<file path="config.mk">
export PLATFORM = sky130hd
export DESIGN_NAME = mem_arbiter
export DESIGN_NICKNAME = d
export VERILOG_FILES = /design/src/rtl/mem_arbiter.sv
export SDC_FILE = /design/constraint.sdc
export NUM_CORES = 1
export LEC_CHECK = 0
export BUFFER_PORTS_ARGS = -buffer_cell sky130_fd_sc_hd__buf_4
export CAP_MARGIN = 20
export CORE_MARGIN = 5
export CORE_UTILIZATION = 40
export CTS_CLUSTER_SIZE = 28
export DETAILED_ROUTE_END_ITERATION = 10
export PLACE_DENSITY = 0.91
export SLEW_MARGIN = 10
export SYNTH_ARGS = -nofsm -noshare
export SYNTH_HDL_FRONTEND = slang
export SYNTH_SLANG_ARGS = --single-unit
</file>
<file path="constraint.sdc">
create_clock -name clk -period 1.7 [get_ports clk]
set_input_delay 0.34 -clock clk [delete_from_list [all_inputs] [get_ports clk]]
set_output_delay 0.34 -clock clk [all_outputs]
set_load 0.01 [all_outputs]
</file>
<file path="src/rtl/mem_arbiter.sv">
// mem_arbiter: arbitrates fetch and data ports onto one synchronous-read memory, 2 cycles grant to done.
// Define MEM_ARB_RR_EN for round-robin tie-break; otherwise data wins every tie.
module mem_arbiter #(
    parameter int AW = 5,
    parameter int DW = 16
) (
    input  logic          clk,
    input  logic          sys_rst,
    input  logic          f_req,
    input  logic [AW-1:0] f_addr,
    output logic          f_gnt,
    output logic          f_done,
    input  logic          d_req,
    input  logic          d_we,
    input  logic [AW-1:0] d_addr,
    input  logic [DW-1:0] d_wdata,
    output logic          d_gnt,
    output logic          d_done,
    output logic [DW-1:0] rdata,
    output logic          mem_en,
    output logic          mem_we,
    output logic [AW-1:0] mem_addr,
    output logic [DW-1:0] mem_wdata,
    input  logic [DW-1:0] mem_rdata
);
    typedef enum logic [1:0] {IDLE, ISSUE, RESP} state_t;
    state_t state;
    logic   win_d;
    logic   idle;
    logic   pick_d;

`ifdef MEM_ARB_RR_EN
    logic last_d;
    assign pick_d = ~last_d;
    always_ff @(posedge clk or negedge sys_rst)
        if (!sys_rst)
            last_d <= 1'b0;
        else if (f_gnt || d_gnt)
            last_d <= d_gnt;
`else
    assign pick_d = 1'b1;
`endif

    // Gating with sys_rst keeps grants low while reset is held.
    assign idle  = sys_rst && state == IDLE;
    assign d_gnt = idle && d_req && (!f_req || pick_d);
    assign f_gnt = idle && f_req && !d_gnt;
    assign rdata = state == RESP ? mem_rdata : '0;

    // mem_addr/mem_wdata double as the request latch and hold outside ISSUE.
    always_ff @(posedge clk or negedge sys_rst)
        if (!sys_rst) begin
            state     <= IDLE;
            win_d     <= 1'b0;
            mem_en    <= 1'b0;
            mem_we    <= 1'b0;
            mem_addr  <= '0;
            mem_wdata <= '0;
            f_done    <= 1'b0;
            d_done    <= 1'b0;
        end else begin
            mem_en <= 1'b0;
            mem_we <= 1'b0;
            f_done <= 1'b0;
            d_done <= 1'b0;
            case (state)
                IDLE:
                    if (f_gnt || d_gnt) begin
                        state    <= ISSUE;
                        win_d    <= d_gnt;
                        mem_en   <= 1'b1;
                        mem_we   <= d_gnt && d_we;
                        mem_addr <= d_gnt ? d_addr : f_addr;
                        if (d_gnt)
                            mem_wdata <= d_wdata;
                    end
                ISSUE: begin
                    state  <= RESP;
                    f_done <= !win_d;
                    d_done <= win_d;
                end
                default: state <= IDLE;
            endcase
        end
endmodule
</file>
After elaboration in Yosys (flattened, before gate mapping)
Cells that the tools add are included.

cells by class
  equal/unequal tests = 3
  muxes and demuxes = 10
  reduce and logical (&&, ||, !) cells = 11

operators with widths
  kind                                                                      number
  16-bit two-way mux                                                        1
  1-bit two-way mux                                                         6
  1-bit logical AND                                                         5
  5-bit two-way mux                                                         1
  2-bit case mux with 2 select lines                                        1
  3-bit AND reduction                                                       1
  2-bit by 1-bit equality test with 1-bit output (second input constant)    1
  2-bit equality test (second input constant)                               1
  1-bit zero test                                                           2
  2-bit zero test                                                           1
  2-bit two-way mux                                                         1
  2-bit by 1-bit inequality test with 1-bit output (second input constant)  1
  2-bit AND reduction                                                       1
  1-bit logical OR                                                          1

storage, ports and cells
  register bits after elaboration = 28
  bits of input ports = 47
  output and inout port bits = 43

Longest topological paths before layout
  depth in word-level cells = 8
  gate-level depth with buffers = 5
  depth with buffers taken out = 3

Worst setup path before layout
Ideal clock, no wire load.

  path type = reg-to-reg
  from = register state[0]
  to = register mem_wdata[10]
  library setup time = 0.127 ns
  arrival time = 1.289 ns
  path slack = 0.284 ns
  stages on the path, launching flop included = 5
  cells stage by stage = dfrtp_1 -> nor4bb_1 -> buf_2 -> buf_6 -> mux2_1

between the ends
  cells in the longest elaborated chain, start to end = 7
  elaborated cells on any way between the ends = 8
  those cells by class = 8 x reduce/logical

ends and longest elaborated chain
  what                               line    text
  start: declaration                 27      state_t state;
  start signal: assignment           53      state <= IDLE;
  start signal: assignment           69      state <= ISSUE;
  start signal: assignment           78      state <= RESP;
  2-bit zero test (*)                45, 66
  1-bit logical AND                  45      assign idle = sys_rst && state == IDLE;
  1-bit logical AND                  46      assign d_gnt = idle && d_req && (!f_req || pick_d);
  1-bit zero test                    47      assign f_gnt = idle && f_req && !d_gnt;
  1-bit logical AND                  47
  1-bit logical OR                   68      if (f_gnt || d_gnt) begin
  3-bit AND reduction (no line) (*)  --
  end signal: assignment             75      mem_wdata <= d_wdata;
  end: declaration                   23      output logic [DW-1:0] mem_wdata,

Mark *: on every way between the ends. The rest lies on a longest branch, timed or not.
A chain may end at the register's enable or synchronous reset.

Worst setup path after layout
  from = register state[0]
  to = output rdata[14]

between the ends
  cells in the longest elaborated chain, start to end = 2

ends and longest elaborated chain
  what                 line  text
  2-bit equality test  48    assign rdata = state == RESP ? mem_rdata : '0;
  16-bit two-way mux   48
  end: declaration     19    output logic [DW-1:0] rdata,

Every way passes these cells.

==> run metrics <==
status finished, violations left; failing checks negative setup slack; worst path cell trace and2b_4 > and2_4 > buf_6; I/O Buffers 89; synthesis-stage register bit count 28; Mapped Area approximately 1200 µm²; Worst Tran Pin Value 0.4844 ns; post-synthesis sequential area ratio 0.5703; Final Hold Slack 0.008829 ns; delay of the slowest critical-path stage 0.48 ns; # IOs 90; FF+latch area around 700 µm²; clk slew on worst S/H paths roughly 0.15 ns; Worst Setup Path Type flip-flop to primary output; Die Ht 65.42 µm; Core Area roughly 3000 µm²; Tcrit/Tclk final 1.010; CTS max path bufs 2; reg-to-reg endpoint mem_wdata[12]; largest net degree at the start of global routing 26; starting density of the core 0.4092; FILL cells about 190; clk sinks 28; Antenna diodes 0; final setup TNS -0.08587 ns; DPL Wire Length 2900 µm; largest cells by area after synthesis dfrtp_1, mux2_1, and2_1; GRT Total Usage 0.1724; Finished Layout Cells 224; Avg WL per Cell 17.15 µm; Worst Path Max Fanout 8; Final Hold Fails 0; CTS root buf clkbuf_4; Die Footprint approximately 4300 µm²; fmax 582.7 MHz; share of cells above drive strength 1 0.6545; Inst Count DP 216; # DRC 0; Antenna Nets Post-Route 0; Die W 65.42 µm; Multi-input gate area 551.8 µm²; Rows 20; Ys Warns 0; first-pass iteration count of the detailed router 4; number of CTS-inserted buffers 3; drt initial violations 14; Critical Path RT 1.36 ns; Synth top area share 0.5703; Peak VDD IR around 0.46 mV; global-route wire length before repair 5664 µm; Max Cap Viol 0; max-slew violations 0; area leader, netlist dfrtp_1; r2r startpoint state[0]; Post-Route Skew 0.007409 ns; syn_nets 143; slew margin rel. 0.6759; CTS tree done; worst hold path type input pin to async pin; Tmin final 1.716 ns; Worst Setup End Kind primary output; Avg Vias per Cell 5.076; slowest CP cell dfrtp_2; reg2reg path depth 5; Area after DPL 1933 µm²; Worst-Skew Late Latency 0.32 ns; count of flip-flops with a built-in enable after synthesis 0; mean post-synth cell area 12.80 µm²; worst slack at placement 0.1236 ns; flop-to-flop setup slack 0.08 ns; area grow syn2layout 73.22%; Post-layout nets 239; leading cell types by count after synthesis dfrtp_1, and2_1, mux2_1; via count 1137; Final setup viols 16; Post-synth top flop dfrtp_1; synth unique cells 22; Synth async-reset ratio 1.000; initial antenna violation count 0; post-route cell area 2128 µm²; Syn Inst Count 96; Startpoint Class flip-flop; Critical Path AT roughly 1.4 ns; count leader, synth dfrtp_1; RSZ-0062 raised after global routing yes; Overflow after GRT 0; post-route setup slack -0.01620 ns; H-tree depth 1; final wirelength roughly 3800 µm; vias in the first global route approximately 1100; gpl congestion 0.7345; Leak 1.075 nW; P per Cell Area 975.4 nW/µm²
## worst max-delay path, delay by kind of cell, from the launching register on
| family | cells | cell delay [ns] |
|---|---|---|
| flops | 1 | 0.48 |
| buf+inv | 1 | 0.10 |
| simple gates | 2 | 0.48 |
## cell families (layout without fill, tap and decap cells)
family | Yosys count | after routing | share of synthesized area
AOI/OAI and AO/OA | 11 | 11 | 0.07434
buffers and inverters | 6 | 100 | 0.03767
DFF | 28 | 28 | 0.5703
muxes | 16 | 16 | 0.1466
and+or+nand+nor | 35 | 36 | 0.1711
## state kept, by name (all words and copies together) (netlist names)
register,flops
d_done,1
f_done,1
mem_addr,5
mem_en,1
mem_wdata,16
mem_we,1
state,2
win_d,1
## layout make-up
class	instances	share of cell area
inverter	1	0.001764
timing repair buffer	95	0.3645
clock inverter	1	0.01411
multi-input combinational	63	0.2593
sequential	28	0.3304
clock buffer	3	0.01058
tap	33	0.01940
## worst max path at each step
| stage | startpoint | endpoint | slack, ns | depth (start not counted) |
|---|---|---|---|---|
| final | state[0] | rdata[14] | -0.02 | 3 |
| after global routing | state[0] | d_gnt | -0.09 | 3 |
| after CTS | state[1] | d_gnt | -0.03 | 3 |
| after detailed placement | sys_rst | mem_wdata[1] | 0.12 | 4 |
| after global placement | sys_rst | mem_wdata[1] | 0.20 | 4 |
| after floorplan | state[0] | mem_wdata[10] | 0.28 | 4 |
## power by group
part / total, mW / switching (mW) / internal [mW]
combinational: 0.726 / 0.291 / 0.435
clock: 0.430 / 0.191 / 0.238
sequential: 0.920 / 0.102 / 0.818
## cells in the final DEF, fill, tap and decap left out
cell type / netlist / final
and2_4: 0 / 15
a32oi_1: 4 / 4
bufinv_16: 0 / 1
inv_1: 1 / 1
nand3b_1: 1 / 1
nand2_1: 4 / 4
and2_1: 18 / 3
buf_6: 3 / 16
mux2_1: 12 / 11
a21o_1: 1 / 1
dfrtp_2: 0 / 2
nor2b_1: 2 / 2
mux2_2: 4 / 4
nor2_2: 0 / 1
dlygate4sd3_1: 0 / 1
o2bb2ai_1: 1 / 1
dfrtp_1: 28 / 26
nor2_1: 5 / 4
and2b_2: 0 / 1
mux2_4: 0 / 1
or3b_1: 1 / 1
nand3_1: 1 / 1
buf_4: 0 / 78
and4bb_2: 1 / 1
a22oi_1: 4 / 4
clkbuf_4: 0 / 3
nor4bb_4: 0 / 1
and2b_4: 0 / 1
a221o_1: 1 / 1
## through the flow
step / utilization / power [mW]
2_1_floorplan: - / 1.187
3_3_place_gp: 0.6438 / 1.576
3_5_place_dp: 0.6438 / 1.608
4_1_cts: 0.6829 / 2.063
5_1_grt: 0.7088 / 2.177
6_report: 0.7088 / 2.076
## layer usage
layer / up-vias / part of all wire / GRT usage / wire length, µm
met1: 556 / 0.35 / 0.1956 / 1361
li1: 526 / - / - / -
met4: 0 / 0.0096 / 0.05440 / 37
met3: 4 / 0.083 / 0.03419 / 318
met2: 51 / 0.55 / 0.3211 / 2124
met5: - / 0 / 0 / 0
## timing repair
action | CTS | global route
gates resized for setup | 13 | 25
hold buffers | 1 | 0
pin swaps | 3 | 14
endpoints found under the hold margin | 3 | 0
endpoints found under the setup margin | 17 | 32
setup buffers | 2 | 1
cloned | 1 | 0
Power figures use the tool's default switching activity.
